==> config.mk <==
export PLATFORM = sky130hd
export DESIGN_NAME = alu_dp_sequencer
export DESIGN_NICKNAME = d
export VERILOG_FILES = /design/src/rtl/alu_seq_pkg.sv /design/src/rtl/cond_check.sv /design/src/rtl/alu_dp_sequencer.sv
export SDC_FILE = /design/constraint.sdc
export NUM_CORES = 1
export LEC_CHECK = 0
export ABC_AREA = 1
export BUFFER_PORTS_ARGS = -buffer_cell sky130_fd_sc_hd__buf_2
export CORE_AREA = 2 2 142 144
export DETAILED_ROUTE_END_ITERATION = 6
export DIE_AREA = 0 0 144 146
export PLACE_DENSITY_LB_ADDON = 0.05
export REMOVE_ABC_BUFFERS = 1
export SKIP_LAST_GASP = 1
export SYNTH_ARGS = -nofsm -noshare
export SYNTH_HDL_FRONTEND = slang
export SYNTH_HIERARCHICAL = 1
export SYNTH_SLANG_ARGS = --single-unit
==> constraint.sdc <==
create_clock -name clk -period 1.4 [get_ports clk]
set_input_delay 0 -clock clk [delete_from_list [all_inputs] [get_ports clk]]
set_output_delay 0 -clock clk [all_outputs]
set_load 0.02 [all_outputs]
==> src/rtl/alu_seq_pkg.sv <==
// Shared encodings for the data-processing sequencer: ALU opcodes, ARM opcodes
// and conditions, FSM state type and opcode classification helpers.
package alu_seq_pkg;

  localparam logic [4:0] ALU_AND  = 5'b00000;
  localparam logic [4:0] ALU_EOR  = 5'b00001;
  localparam logic [4:0] ALU_SUB  = 5'b00010;
  localparam logic [4:0] ALU_RSB  = 5'b00011;
  localparam logic [4:0] ALU_ADD  = 5'b00100;
  localparam logic [4:0] ALU_ADC  = 5'b00101;
  localparam logic [4:0] ALU_SBC  = 5'b00110;
  localparam logic [4:0] ALU_RSC  = 5'b00111;
  localparam logic [4:0] ALU_TST  = 5'b01000;
  localparam logic [4:0] ALU_TEQ  = 5'b01001;
  localparam logic [4:0] ALU_CMP  = 5'b01010;
  localparam logic [4:0] ALU_CMN  = 5'b01011;
  localparam logic [4:0] ALU_ORR  = 5'b01100;
  localparam logic [4:0] ALU_MOV  = 5'b01101;
  localparam logic [4:0] ALU_BIC  = 5'b01110;
  localparam logic [4:0] ALU_MVN  = 5'b01111;
  localparam logic [4:0] ALU_IDLE = 5'b11111;

  localparam logic [3:0] OP_AND = 4'h0;
  localparam logic [3:0] OP_EOR = 4'h1;
  localparam logic [3:0] OP_SUB = 4'h2;
  localparam logic [3:0] OP_RSB = 4'h3;
  localparam logic [3:0] OP_ADD = 4'h4;
  localparam logic [3:0] OP_ADC = 4'h5;
  localparam logic [3:0] OP_SBC = 4'h6;
  localparam logic [3:0] OP_RSC = 4'h7;
  localparam logic [3:0] OP_TST = 4'h8;
  localparam logic [3:0] OP_TEQ = 4'h9;
  localparam logic [3:0] OP_CMP = 4'hA;
  localparam logic [3:0] OP_CMN = 4'hB;
  localparam logic [3:0] OP_ORR = 4'hC;
  localparam logic [3:0] OP_MOV = 4'hD;
  localparam logic [3:0] OP_BIC = 4'hE;
  localparam logic [3:0] OP_MVN = 4'hF;

  localparam logic [3:0] COND_EQ = 4'h0;
  localparam logic [3:0] COND_NE = 4'h1;
  localparam logic [3:0] COND_CS = 4'h2;
  localparam logic [3:0] COND_CC = 4'h3;
  localparam logic [3:0] COND_MI = 4'h4;
  localparam logic [3:0] COND_PL = 4'h5;
  localparam logic [3:0] COND_VS = 4'h6;
  localparam logic [3:0] COND_VC = 4'h7;
  localparam logic [3:0] COND_HI = 4'h8;
  localparam logic [3:0] COND_LS = 4'h9;
  localparam logic [3:0] COND_GE = 4'hA;
  localparam logic [3:0] COND_LT = 4'hB;
  localparam logic [3:0] COND_GT = 4'hC;
  localparam logic [3:0] COND_LE = 4'hD;
  localparam logic [3:0] COND_AL = 4'hE;
  localparam logic [3:0] COND_NV = 4'hF;

  typedef enum logic [1:0] {
    ST_IDLE = 2'd0,
    ST_EXEC = 2'd1,
    ST_MUL  = 2'd2,
    ST_DONE = 2'd3
  } state_t;

  function automatic logic is_arith(input logic [3:0] op);
    case (op)
      OP_SUB, OP_RSB, OP_ADD, OP_ADC, OP_SBC, OP_RSC, OP_CMP, OP_CMN: is_arith = 1'b1;
      default: is_arith = 1'b0;
    endcase
  endfunction

  // TST/TEQ/CMP/CMN: flags only, no register write.
  function automatic logic is_test(input logic [3:0] op);
    is_test = (op[3:2] == 2'b10);
  endfunction

  function automatic logic [4:0] map_op(input logic [3:0] op);
    case (op)
      OP_TST:  map_op = ALU_AND;
      OP_TEQ:  map_op = ALU_EOR;
      OP_CMP:  map_op = ALU_SUB;
      OP_CMN:  map_op = ALU_ADD;
      default: map_op = {1'b0, op};
    endcase
  endfunction

endpackage

==> src/rtl/cond_check.sv <==
// ARM condition-code evaluator; flags are {N,Z,C,V}. The NV encoding never passes.
module cond_check
  import alu_seq_pkg::*;
(
  input  logic [3:0] cond,
  input  logic [3:0] flags,
  output logic       pass
);

  logic n, z, c, v;
  assign {n, z, c, v} = flags;

  always_comb begin
    pass = 1'b0;
    case (cond)
      COND_EQ: pass = z;
      COND_NE: pass = !z;
      COND_CS: pass = c;
      COND_CC: pass = !c;
      COND_MI: pass = n;
      COND_PL: pass = !n;
      COND_VS: pass = v;
      COND_VC: pass = !v;
      COND_HI: pass = c && !z;
      COND_LS: pass = !c || z;
      COND_GE: pass = (n == v);
      COND_LT: pass = (n != v);
      COND_GT: pass = !z && (n == v);
      COND_LE: pass = z || (n != v);
      COND_AL: pass = 1'b1;
      default: pass = 1'b0;
    endcase
  end

endmodule

==> src/rtl/alu_dp_sequencer.sv <==
// Data-processing sequencer owning the NZCV flags and driving a shared ALU.
// Define ALU_SEQ_MUL_EN to build the 32-cycle shift-add MUL path.
module alu_dp_sequencer
  import alu_seq_pkg::*;
#(
  parameter int WIDTH = 32
) (
  input  logic             clk,
  input  logic             reset,
  input  logic             reqValid,
  output logic             reqReady,
  input  logic [3:0]       reqCond,
  input  logic [3:0]       reqOp,
  input  logic             reqS,
  input  logic             reqMul,
  input  logic [WIDTH-1:0] reqA,
  input  logic [WIDTH-1:0] reqB,
  input  logic             reqShC,
  input  logic [3:0]       reqRd,
  output logic [WIDTH-1:0] aluA,
  output logic [WIDTH-1:0] aluB,
  output logic [4:0]       aluOpCode,
  output logic             aluCarryIn,
  input  logic [WIDTH-1:0] aluOut,
  input  logic             aluC,
  input  logic             aluV,
  output logic             respValid,
  input  logic             respReady,
  output logic [WIDTH-1:0] respResult,
  output logic [3:0]       respRd,
  output logic             respWe,
  output logic             respUndef,
  output logic [3:0]       flags,
  output logic [1:0]       dbgState
);

  // Handshakes: a request transfers on a cycle with reqValid && reqReady; a
  // response transfers on respValid && respReady and is held stable until then.

  state_t           state_q;
  logic [3:0]       op_q;
  logic             s_q;
  logic             shc_q;
  logic [WIDTH-1:0] opa_q;   // EXEC: operand A; MUL: accumulator
  logic [WIDTH-1:0] opb_q;   // EXEC: operand B; MUL: shifted multiplicand
  logic [WIDTH-1:0] result_q;
  logic [3:0]       rd_q;
  logic             we_q;
  logic             undef_q;
  logic [3:0]       flags_q;
  logic             cond_pass;
  logic [3:0]       exec_flags;
`ifdef ALU_SEQ_MUL_EN
  logic [WIDTH-1:0] mplier_q;
  logic [4:0]       cnt_q;
`endif

  cond_check u_cond (
    .cond  (reqCond),
    .flags (flags_q),
    .pass  (cond_pass)
  );

  always_comb begin
    aluA      = '0;
    aluB      = '0;
    aluOpCode = ALU_IDLE;
    case (state_q)
      ST_EXEC: begin
        aluA      = opa_q;
        aluB      = opb_q;
        aluOpCode = map_op(op_q);
      end
`ifdef ALU_SEQ_MUL_EN
      ST_MUL: begin
        aluA      = opa_q;
        aluB      = mplier_q[0] ? opb_q : '0;
        aluOpCode = ALU_ADD;
      end
`endif
      default: ;
    endcase
  end

  // Z is derived from the result here; the ALU's own zero output is not trusted.
  always_comb begin
    exec_flags    = flags_q;
    exec_flags[3] = aluOut[WIDTH-1];
    exec_flags[2] = (aluOut == '0);
    if (is_arith(op_q)) begin
      exec_flags[1] = aluC;
      exec_flags[0] = aluV;
    end else begin
      exec_flags[1] = shc_q;
    end
  end

  always_ff @(posedge clk) begin
    if (reset) begin
      state_q  <= ST_IDLE;
      op_q     <= '0;
      s_q      <= 1'b0;
      shc_q    <= 1'b0;
      opa_q    <= '0;
      opb_q    <= '0;
      result_q <= '0;
      rd_q     <= '0;
      we_q     <= 1'b0;
      undef_q  <= 1'b0;
      flags_q  <= '0;
`ifdef ALU_SEQ_MUL_EN
      mplier_q <= '0;
      cnt_q    <= '0;
`endif
    end else begin
      case (state_q)
        ST_IDLE: begin
          if (reqValid) begin
            op_q     <= reqOp;
            s_q      <= reqS;
            shc_q    <= reqShC;
            rd_q     <= reqRd;
            opa_q    <= reqA;
            opb_q    <= reqB;
            result_q <= '0;
            we_q     <= 1'b0;
            undef_q  <= 1'b0;
`ifdef ALU_SEQ_MUL_EN
            mplier_q <= reqB;
            cnt_q    <= '0;
            if (!cond_pass) begin
              state_q <= ST_DONE;
            end else if (reqMul) begin
              opa_q   <= '0;
              opb_q   <= reqA;
              state_q <= ST_MUL;
            end else begin
              state_q <= ST_EXEC;
            end
`else
            if (reqMul) begin
              undef_q <= 1'b1;
              state_q <= ST_DONE;
            end else if (!cond_pass) begin
              state_q <= ST_DONE;
            end else begin
              state_q <= ST_EXEC;
            end
`endif
          end
        end
        ST_EXEC: begin
          result_q <= aluOut;
          we_q     <= !is_test(op_q);
          if (is_test(op_q) || s_q) flags_q <= exec_flags;
          state_q  <= ST_DONE;
        end
`ifdef ALU_SEQ_MUL_EN
        ST_MUL: begin
          opa_q    <= aluOut;
          opb_q    <= opb_q << 1;
          mplier_q <= mplier_q >> 1;
          cnt_q    <= cnt_q + 5'd1;
          if (cnt_q == 5'd31) begin
            result_q <= aluOut;
            we_q     <= 1'b1;
            if (s_q) flags_q[3:2] <= {aluOut[WIDTH-1], (aluOut == '0)};
            state_q  <= ST_DONE;
          end
        end
`endif
        ST_DONE: begin
          if (respReady) state_q <= ST_IDLE;
        end
        default: state_q <= ST_IDLE;
      endcase
    end
  end

  assign reqReady   = (state_q == ST_IDLE);
  assign respValid  = (state_q == ST_DONE);
  assign respResult = result_q;
  assign respRd     = rd_q;
  assign respWe     = we_q;
  assign respUndef  = undef_q;
  assign flags      = flags_q;
  assign aluCarryIn = flags_q[1];
  assign dbgState   = state_q;

endmodule

==> summary.txt, run 1 <==
Outcome
  – Outcome: complete, but fails checks
  – Violated checks: negative hold slack, negative setup slack

Critical path
  – Critical path peak fanout: 8
  – CP Capture Type: primary output
  – Worst Setup Start Kind: flop
  – Critical path data required time: 1.40 ns
  – Setup Crit Path Kind: flop to primary output
  – R2R Path End: opa_q[23]
  – Reg2Reg Launch Point: dbgState[0]
  – CP arrival: 1.50 ns
  – Flop2flop setup slack: about 0.03 ns
  – R2R cell count: 6

Clocking
  – CTS Root Cell: clkbuf_16
  – Inserted Clock Buffers: 17
  – Max Root-Sink Buffers: 2
  – CTS tree: yes
  – Clock Latency Late Sink: around 0.42 ns
  – Worst-path clk slew: 0.06 ns
  – Clk sinks: roughly 120
  – Htree depth: 4

Pwr
  – Sw frac: slightly below 30%
  – Clk network pwr share: 43.1%
  – Switching power total: approximately 3.1 mW
  – Worst IR drop on VDD: 0.793 mV
  – Combinational power share: between 20% and 30%
  – Leakage power: around 3.9 nW
  – Sequential share of power: 34.2%
  – Pwr dens: 1200 mW/mm^2
  – Internal: ~7.6 mW
  – Design Power: approximately 11 mW

STA
  – Clock skew: 0.00697 ns
  – Worst-margin pin slew: 0.402 ns
  – Final hold violations: 4
  – RSZ-0062 raised after global routing: true
  – Tmin final: 1.50 ns
  – Slack of the critical path: -0.104 ns
  – Setup violators final: between 60 and 70
  – Slew margin rel.: 73.2%
  – FMAX: 665 MHz
  – Slew Viols, Final: 0
  – Fin crit share: 107%
  – Hold_ws: -0.0105 ns

Die
  – Initial core utilization: 24.9%
  – Die height: 146 um
  – Num rows: 51
  – Die ar.: 0.0210 mm^2
  – # IOs: between 200 and 250
  – Core ar.: between 0.015 and 0.02 mm^2
  – Die Span X: 144 um

Routing
  – Drt total wl: 18200 um
  – Number of detailed-route iterations in the first pass: 6
  – Routed vias/inst: 4.26
  – Antenna-violating nets left: 0
  – DRT iter0 DRCs: 157
  – Number of vias in the routed layout: between 5000 and 6000
  – Routed len/inst: roughly 14 um
  – Remaining DRCs: 0

Finish
  – Share of post-route cells with drive strength above 1: 36.0%
  – FF+latch area: about 0.0023 mm^2
  – Antenna Diode Count: 0
  – Commonest non-fill, non-tap cell in the layout: buf_2
  – Commonest non-fill, non-tap cells in the layout: 163 x buf_2, 113 x dfxtp_1, 110 x dlygate4sd3_1
  – NumNets Final: 1146
  – P&R area growth vs syn: 87.4%
  – Area of the multi-input gates: 0.00232 mm^2
  – Fillers: 1896
  – Final Instance Area: 0.00901 mm^2

Yosys
  – Yosys top cell by area: dfxtp_1
  – Synth Instances: 677
  – #FFs+latches synth: 115
  – Synth Cell Area: 0.00481 mm^2
  – Seq/Total Area, Yosys: 47.9%
  – Syn avg cell area: 7.10 um^2
  – Warnings, synthesis: 6
  – Netlist cell types: 23
  – Post-synth top area share: 47.9%
  – Synth area leaders: dfxtp_1 48%, a21oi_1 11%, nor2_1 8.9%

GRT
  – Vias in the first global route: 5443
  – First-pass GRT wire length: approximately 26000 um
  – Largest net degree at the start of global routing: 59
  – Total GRT Usage: 15.6%
  – Initial antenna violation count: 0
  – Gr ovfl total: 0

Placement
  – RePlAce Congestion: 0.784
  – Pre-CTS WS: 0.0588 ns
  – Buffers added on ports: around 230
  – Hpwl dp: 10900 um
  – Placed Area: 0.00622 mm^2

Hold path
  – WHS Endpoint: s_q
  – Hold WC Path Type: input pin to flop
  – Hold path start: reset
  – Min-Delay Path Depth: 4

Job
  – Max-cap check violation count: 0
==> critical path, stage by stage, from the launching register on <==
cell,delay [ns]
dfxtp_2,0.34
buf_6,0.12
nand2_8,0.07
buf_12,0.14
clkbuf_16,0.18
nor2_4,0.11
buf_6,0.12
==> final cells by class <==
| cell class | instances | share of cell area [%] |
|---|---|---|
| Inverter | 88 | 3.75 |
| Clock inverter | 15 | 2.30 |
| Tap cell | 265 | 3.68 |
| Multi-Input combinational cell | 433 | 25.7 |
| Clock buffer | 17 | 4.72 |
| Timing Repair Buffer | 374 | 34.2 |
| Sequential cell | 115 | 25.6 |
==> state kept, by name, indices dropped and copies added (netlist names), named ones only <==
name and cells:
dbgState 2, flags 4, op_q 4, opa_q 32, opb_q 32, respRd 4
respResult 32, respUndef 1, respWe 1, s_q 1, shc_q 1
==> power by group through the flow <==
stage | registers [mW] | logic [mW] | clock network, mW
after floorplan | 3.83 | 0.815 | 0
final | 3.68 | 2.45 | 4.64
after global routing | 3.71 | 2.67 | 4.92
after detailed placement | 3.75 | 1.63 | 0
after global placement | 3.74 | 1.60 | 0
after CTS | 3.68 | 2.09 | 4.78
==> routing by layer <==
| metal | wire length [um] | vias up | track usage, % |
|---|---|---|---|
| met5 | 0 | - | 0 |
| met2 | 8790 | 177 | 26.1 |
| met3 | 1140 | 17 | 5.00 |
| li1 | - | 2835 | - |
| met4 | 250 | 0 | 5.78 |
| met1 | 8010 | 2544 | 18.5 |
==> what timing repair did <==
item	CTS	global route
resized for setup	77	178
cloned	4	5
setup endpoints to repair	69	111
pin swaps	1	3
endpoints found under the hold margin	113	0
hold buffers	110	0
buffers inserted	3	7
==> stage by stage <==
| stage | instances | utilization, % | hold WS [ns] | setup TNS, ns |
|---|---|---|---|---|
| 2_1_floorplan | 636 | - | 0.0691 | -43.09 |
| 3_3_place_gp | 1148 | 32.1 | 0.241 | 0 |
| 3_5_place_dp | 1148 | 32.1 | 0.255 | 0 |
| 4_1_cts | 1297 | 43.0 | 0.00373 | -5.57 |
| 5_1_grt | 1307 | 46.6 | 0.00804 | -10.83 |
| 6_report | 1307 | 46.6 | -0.0105 | -4.64 |
==> synthesized netlist by cell type <==
library cell	count
a21oi_1	105
a21oi_2	1
a21oi_4	1
buf_2	22
buf_4	2
buf_6	8
clkbuf_1	9
clkinv_1	2
dfxtp_1	115
inv_1	82
inv_2	4
nand2_1	112
nand2_2	1
nand2_4	2
nand3_1	13
nand3b_1	1
nor2_1	114
nor2_2	1
nor3_1	1
o211ai_2	1
o21ai_0	72
o21ai_1	7
o21ai_2	1
==> logic make-up (layout without fill, tap and decap cells) <==
kind of cell,count (synthesis),count (layout),synth area share [%]
and+or+nand+nor,245,245,20.0
AOI/OAI and AO/OA,188,188,20.1
buffers and inverters,129,494,12.0
DFF,115,115,47.9
==> worst max path at each step <==
stage           startpoint           end  slack (ns)  depth (start not counted)
3_3_place_gp   dbgState[1]          flop         0.1                          6
3_5_place_dp   dbgState[1]          flop        0.06                          6
6_report       dbgState[0]       aluA[6]       -0.10                          6
4_1_cts        dbgState[0]  aluOpCode[2]       -0.12                          6
2_1_floorplan  dbgState[0]          flop       -0.56                          6
5_1_grt        dbgState[0]      aluA[31]       -0.19                          6
Note: power is estimated with default switching activity, not from simulation.
==> run 2, diff against run 1 <==
--- a/config.mk
+++ b/config.mk
@@ -7,9 +7,10 @@
 export LEC_CHECK = 0
 export ABC_AREA = 1
 export BUFFER_PORTS_ARGS = -buffer_cell sky130_fd_sc_hd__buf_2
-export CORE_AREA = 2 2 142 144
+export CORE_AREA = 2 2 200 104
 export DETAILED_ROUTE_END_ITERATION = 6
-export DIE_AREA = 0 0 144 146
+export DIE_AREA = 0 0 202 106
+export HOLD_SLACK_MARGIN = 0.06
 export PLACE_DENSITY_LB_ADDON = 0.05
 export REMOVE_ABC_BUFFERS = 1
 export SKIP_LAST_GASP = 1
==> summary.txt, run 2 (same netlist as run 1, synthesis figures left out) <==
STA
  – Slew Viols, Final: 0 (unchanged)
  – RSZ-0062 raised after global routing: true
  – Setup violators final: 62 (-8.8%)
  – Tmin final: 1.49 ns (-0.0106 ns)
  – Final hold violations: 0 (-4)
  – Clock skew: 0.00621 ns (-0.000764 ns)
  – Slack of the critical path: -0.0938 ns (+0.0106 ns)
  – FMAX: 669 MHz (+0.71%)
  – Fin crit share: 107% (-0.75 points)
  – Slew margin rel.: 72.0% (-1.2 points)
  – Worst-margin pin slew: 0.421 ns (+0.0187 ns)

Critical path
  – CP Capture Type: primary output
  – R2R cell count: 6 (unchanged)
  – Setup Crit Path Kind: flop to primary output
  – Worst Setup Start Kind: flop
  – Flop2flop setup slack: 0.01 ns (-0.02 ns)
  – Crit path launch: dbgState[0]
  – Reg2Reg Launch Point: dbgState[0]
  – Critical path data required time: 1.40 ns (about the same)
  – Worst path slowest cell: dfxtp_2
  – Critical-path cell list: buf_6 -> nand2_8 -> buf_6 -> nor2_1 -> buf_4
  – Most common cell on crit path: buf_6
  – CP max stage delay: 0.33 ns (about the same)
  – R2R Path End: opb_q[2]
  – CP arrival: 1.49 ns (about the same)
  – Critical path peak fanout: 8 (unchanged)

Clocking
  – CTS Root Cell: clkbuf_16
  – Worst-path clk slew: 0.05 ns (about the same)
  – Clock Latency Late Sink: 0.41 ns (about the same)
  – Clk sinks: 115 (unchanged)
  – Inserted Clock Buffers: 17 (unchanged)
  – CTS tree: yes
  – Max Root-Sink Buffers: 2 (unchanged)
  – Htree depth: 4 (unchanged)

Die
  – Core ar.: 0.0199 mm^2 (+2.7%)
  – # IOs: 233 (unchanged)
  – Die height: 106 um (-27%)
  – Initial core utilization: 24.2% (-0.66 points)
  – Num rows: 37 (-27%)
  – Die ar.: 0.0214 mm^2 (+1.8%)
  – Die Span X: 202 um (+40%)

GRT
  – Largest net degree at the start of global routing: 78 (+32%)
  – Total GRT Usage: 16.7% (+1.1 points)
  – Initial antenna violation count: 1 (+1)
  – Gr ovfl total: 0 (unchanged)
  – First-pass GRT wire length: 28100 um (+8.3%)
  – Vias in the first global route: 5404 (-0.72%)

Routing
  – Top sig layer: met5
  – Routed vias/inst: 4.29 (+0.57%)
  – Number of vias in the routed layout: 5626 (+0.95%)
  – Routed len/inst: 14.5 um (+4.0%)
  – Met2 Wirelength: 8310 um (-5.5%)
  – Antenna-violating nets left: 0 (unchanged)
  – WL met3: 944 um (-17%)
  – DRT met1 WL: 9510 um (+19%)
  – Remaining DRCs: 0 (unchanged)
  – DRT iter0 DRCs: 285 (+82%)
  – Number of detailed-route iterations in the first pass: 5 (-1)
  – Drt total wl: 19000 um (+4.4%)

Finish
  – P&R area growth vs syn: 85.8%
  – Fillers: 1995 (+5.2%)
  – Post-layout util: 45.0% (-1.6 points)
  – Commonest non-fill, non-tap cell in the layout: buf_2
  – Commonest non-fill, non-tap cells in the layout: 170 x buf_2, 113 x dfxtp_1, 111 x nand2_1, 111 x dlygate4sd3_1, 105 x a21oi_1
  – Share of post-route cells with drive strength above 1: 35.2% (-0.76 points)
  – Antenna Diode Count: 0 (unchanged)
  – NumNets Final: 1147 (+0.087%)
  – Area of the multi-input gates: 0.00230 mm^2 (-0.65%)
  – FF+latch area: 0.00231 mm^2 (+0.11%)

Placement
  – Hpwl dp: 11500 um (+5.6%)
  – Pre-CTS WS: 0.0241 ns (-0.0347 ns)
  – Buffers added on ports: 232 (unchanged)
  – RePlAce Congestion: 0.790 (+0.80%)

Hold path
  – Hold WC Path Type: input pin to flop
  – Min-Delay Path Depth: 5 (+1)
  – WHS Endpoint: s_q
  – Hold path start: reset

Pwr
  – Internal: 7.26 mW (-4.9%)
  – Combinational power share: 24.1% (+1.4 points)
  – Sequential share of power: 36.0% (+1.8 points)
  – Leakage power: 3.88 nW (-0.34%)
  – Sw frac: 29.2% (about the same)
  – Pwr dens: 1150 mW/mm^2 (-4.1%)
  – Clk network pwr share: 39.9% (-3.2 points)
  – Switching power total: 2.99 mW (-4.9%)
  – Worst IR drop on VDD: 0.721 mV (-9.1%)

Outcome
  – Outcome: complete, but fails checks
  – Violated checks: negative setup slack

Job
  – Max-cap check violation count: 0 (unchanged)
[run 2: metrics by stage]
| step | hold WS (ns) | cells | total power, mW | instance area (um^2) | setup TNS, ns |
|---|---|---|---|---|---|
| after global placement | 0.240 | 1155 | 5.37 | 6230 | 0 |
| after floorplan | 0.0691 | 636 | 4.65 | 4560 | -43.09 |
| after detailed placement | 0.243 | 1155 | 5.39 | 6230 | 0 |
| after CTS | 0.111 | 1306 | 10.1 | 8470 | -3.74 |
| after global routing | 0.146 | 1312 | 10.8 | 8940 | -9.23 |
| final | 0.134 | 1312 | 10.2 | 8940 | -2.56 |
[run 2: power by group through the flow]
stage / Combinational (mW) / Clock, mW / Sequential (mW)
3_5_place_dp: 1.64 / 0 / 3.75
4_1_cts: 2.22 / 4.21 / 3.68
6_report: 2.47 / 4.09 / 3.69
5_1_grt: 2.68 / 4.36 / 3.71
3_3_place_gp: 1.63 / 0 / 3.74
2_1_floorplan: 0.815 / 0 / 3.83
[run 2: cell type report]
| type | count | share of cell area, % |
|---|---|---|
| timing repair buffer | 374 | 34.6 |
| tap | 273 | 3.82 |
| inverter | 88 | 3.81 |
| clock inverter | 6 | 0.616 |
| sequential | 115 | 25.8 |
| multi-input combinational | 434 | 25.8 |
| clock buffer | 22 | 5.53 |
[run 2: how the worst max path moves through the flow]
| stage | end | slack, ns | cells after the start |
|---|---|---|---|
| floorplan | flop | -0.56 | 6 |
| global placement | opa_q[13] | 0.08 | 5 |
| detailed placement | opa_q[13] | 0.02 | 5 |
| CTS | aluA[13] | -0.09 | 5 |
| global route | aluB[18] | -0.17 | 5 |
| finish | aluB[18] | -0.09 | 5 |
[run 2: metal layers]
layer	vias to the layer above	GRT usage, %
met2	141	25.6
met1	2626	22.9
li1	2837	-
met4	2	4.57
met5	-	0
met3	20	4.66
[run 2: repair_timing]
item / CTS / global route
pin swaps: 1 / 2
cloned: 6 / 3
endpoints found under the setup margin: 66 / 138
endpoints found under the hold margin: 113 / 0
hold buffers: 111 / 0
setup buffers: 6 / 3
resized for setup: 125 / 116
[run 2: worst max-delay path: cells and delay by family (launching register included)]
kind	cells	cell delay, ns
buffers and inverters	3	0.49
and+or+nand+nor	2	0.25
DFF	1	0.33
==> run 3, diff against run 2 <==
--- a/config.mk
+++ b/config.mk
@@ -13,7 +13,9 @@
 export HOLD_SLACK_MARGIN = 0.06
 export PLACE_DENSITY_LB_ADDON = 0.05
 export REMOVE_ABC_BUFFERS = 1
+export SETUP_SLACK_MARGIN = 0.1
 export SKIP_LAST_GASP = 1
+export SLEW_MARGIN = 20
 export SYNTH_ARGS = -nofsm -noshare
 export SYNTH_HDL_FRONTEND = slang
 export SYNTH_HIERARCHICAL = 1
==> summary.txt, run 3 (same netlist as run 1, synthesis figures left out) <==
Critical path
  – CP Capture Type: primary output
  – Critical path peak fanout: 8 (unchanged)
  – Flop2flop setup slack: -0.08 ns (-0.09 ns)
  – Worst Setup Start Kind: flop
  – R2R Path End: opa_q[2]
  – Reg2Reg Launch Point: dbgState[0]
  – Setup Crit Path Kind: flop to primary output
  – Critical path data required time: 1.40 ns (about the same)
  – CP arrival: 1.50 ns (about the same)
  – R2R cell count: 8 (+2)

STA
  – Hold_ws: 0.127 ns (-0.00782 ns)
  – Slew margin rel.: 58.0% (-14 points)
  – Worst-margin pin slew: 0.630 ns (+0.210 ns)
  – Setup violators final: 82 (+32%)
  – Slew Viols, Final: 0 (unchanged)
  – Tmin final: 1.50 ns (+0.00472 ns)
  – Fin crit share: 107% (+0.34 points)
  – Slack of the critical path: -0.0986 ns (-0.00472 ns)
  – RSZ-0062 raised after global routing: true
  – Final hold violations: 0 (unchanged)
  – FMAX: 667 MHz (-0.31%)
  – Clock skew: 0.00619 ns (-0.0000173 ns)

Clocking
  – CTS Root Cell: clkbuf_16
  – Htree depth: 4 (unchanged)
  – Clk sinks: 115 (unchanged)
  – Max Root-Sink Buffers: 2 (unchanged)
  – Inserted Clock Buffers: 17 (unchanged)
  – CTS tree: yes
  – Clock Latency Late Sink: 0.41 ns (about the same)
  – Worst-path clk slew: 0.05 ns (about the same)

Die
  – Initial core utilization: 24.2% (unchanged)
  – # IOs: 233 (unchanged)
  – Die height: 106 um (unchanged)
  – Core ar.: 0.0199 mm^2 (unchanged)
  – Die Span X: 202 um (unchanged)
  – Num rows: 37 (unchanged)
  – Die ar.: 0.0214 mm^2 (unchanged)

Placement
  – Hpwl dp: 11500 um (unchanged)
  – RePlAce Congestion: 0.790 (unchanged)
  – Buffers added on ports: 232 (unchanged)

GRT
  – Gr ovfl total: 0 (unchanged)
  – Initial antenna violation count: 1 (unchanged)
  – First-pass GRT wire length: 30100 um (+7.3%)
  – Total GRT Usage: 18.0% (+1.3 points)
  – Vias in the first global route: 5737 (+6.2%)
  – Largest net degree at the start of global routing: 78 (unchanged)

Hold path
  – Hold WC Path Type: input pin to flop
  – Min-Delay Path Depth: 5 (unchanged)
  – WHS Endpoint: s_q
  – Hold path start: reset

Finish
  – Antenna Diode Count: 0 (unchanged)
  – Share of post-route cells with drive strength above 1: 47.5% (+12 points)
  – Post-layout util: 51.0% (+5.9 points)
  – Commonest non-fill, non-tap cells in the layout: 169 x buf_2, 111 x dfxtp_1, 111 x dlygate4sd3_1
  – Commonest non-fill, non-tap cell in the layout: buf_2
  – P&R area growth vs syn: 110%
  – NumNets Final: 1175 (+2.4%)

Pwr
  – Pwr dens: 1100 mW/mm^2 (-4.2%)
  – Worst IR drop on VDD: 0.748 mV (+3.7%)
  – Leakage power: 4.26 nW (+9.8%)

Job
  – Max-cap check violation count: 0 (unchanged)

Routing
  – Number of vias in the routed layout: 5861 (+4.2%)
  – DRT iter0 DRCs: 261 (-8.4%)
  – Remaining DRCs: 0 (unchanged)
  – Routed vias/inst: 4.37 (+2.0%)
  – Routed len/inst: 15.9 um (+10%)
  – Number of detailed-route iterations in the first pass: 7 (+2)
  – Drt total wl: 21400 um (+12%)
  – Antenna-violating nets left: 0 (unchanged)

Outcome
  – Outcome: complete, but fails checks
  – Violated checks: negative setup slack
[run 3: worst max path at each step]
stage,start,endpoint,slack [ns]
after floorplan,dbgState[0],flop,-0.56
after global placement,dbgState[1],opa_q[13],0.08
after detailed placement,dbgState[1],opa_q[13],0.02
after CTS,dbgState[0],aluA[13],-0.09
after global routing,dbgState[0],aluA[6],-0.14
final,dbgState[0],aluA[30],-0.1
[run 3: what timing repair did]
action | CTS | global route
cloned | 16 | 10
resized for setup | 237 | 235
setup buffers | 14 | 8
setup endpoints to repair | 134 | 180
hold buffers | 111 | 0
hold endpoints to repair | 113 | 0
pin swaps | 23 | 25
[run 3: cell type report]
type / instances / area, um^2
Sequential cell: 115 / 2310
Timing Repair Buffer: 399 / 3670
Fill cell: 1838 / 9740
Tap cell: 273 / 342
Multi-Input combinational cell: 437 / 2900
Inverter: 88 / 343
Clock buffer: 22 / 494
Clock inverter: 6 / 55.1
[run 3: report_power, final]
group / leakage [nW] / switching, mW / internal [mW]
combinational: 3.03 / 1.79 / 1.52
sequential: 0.948 / 0.115 / 3.58
clock: 0.279 / 1.50 / 2.62
[run 3: layer usage]
| layer | global-route usage, % | up-vias | part of all wire [%] | wire length, um |
|---|---|---|---|---|
| met1 | 24.9 | 2781 | 49 | 10500 |
| met3 | 4.35 | 25 | 4.7 | 1010 |
| met5 | 0 | - | 0.056 | 12 |
| met4 | 5.41 | 2 | 1.3 | 269 |
| met2 | 27.6 | 149 | 45 | 9520 |
| li1 | - | 2904 | - | - |
[run 3: per-stage QoR]
stage               setup slack [ns]  cells  cell area, um^2  TNS, ns  power (mW)
CTS                          -0.0867   1324             9080    -4.08        10.6
floorplan                     -0.561    636             4560   -43.09        4.65
finish                       -0.0986   1340            10100    -3.99        11.1
global placement              0.0778   1155             6230        0        5.37
global route                  -0.138   1340            10100    -9.33        11.6
detailed placement            0.0241   1155             6230        0        5.39
[run 3: critical path, cell delays in order (launching register included)]
cell,delay [ns]
dfxtp_2,0.33
buf_6,0.13
nand2_8,0.13
buf_8,0.19
nor2_2,0.15
buf_6,0.14
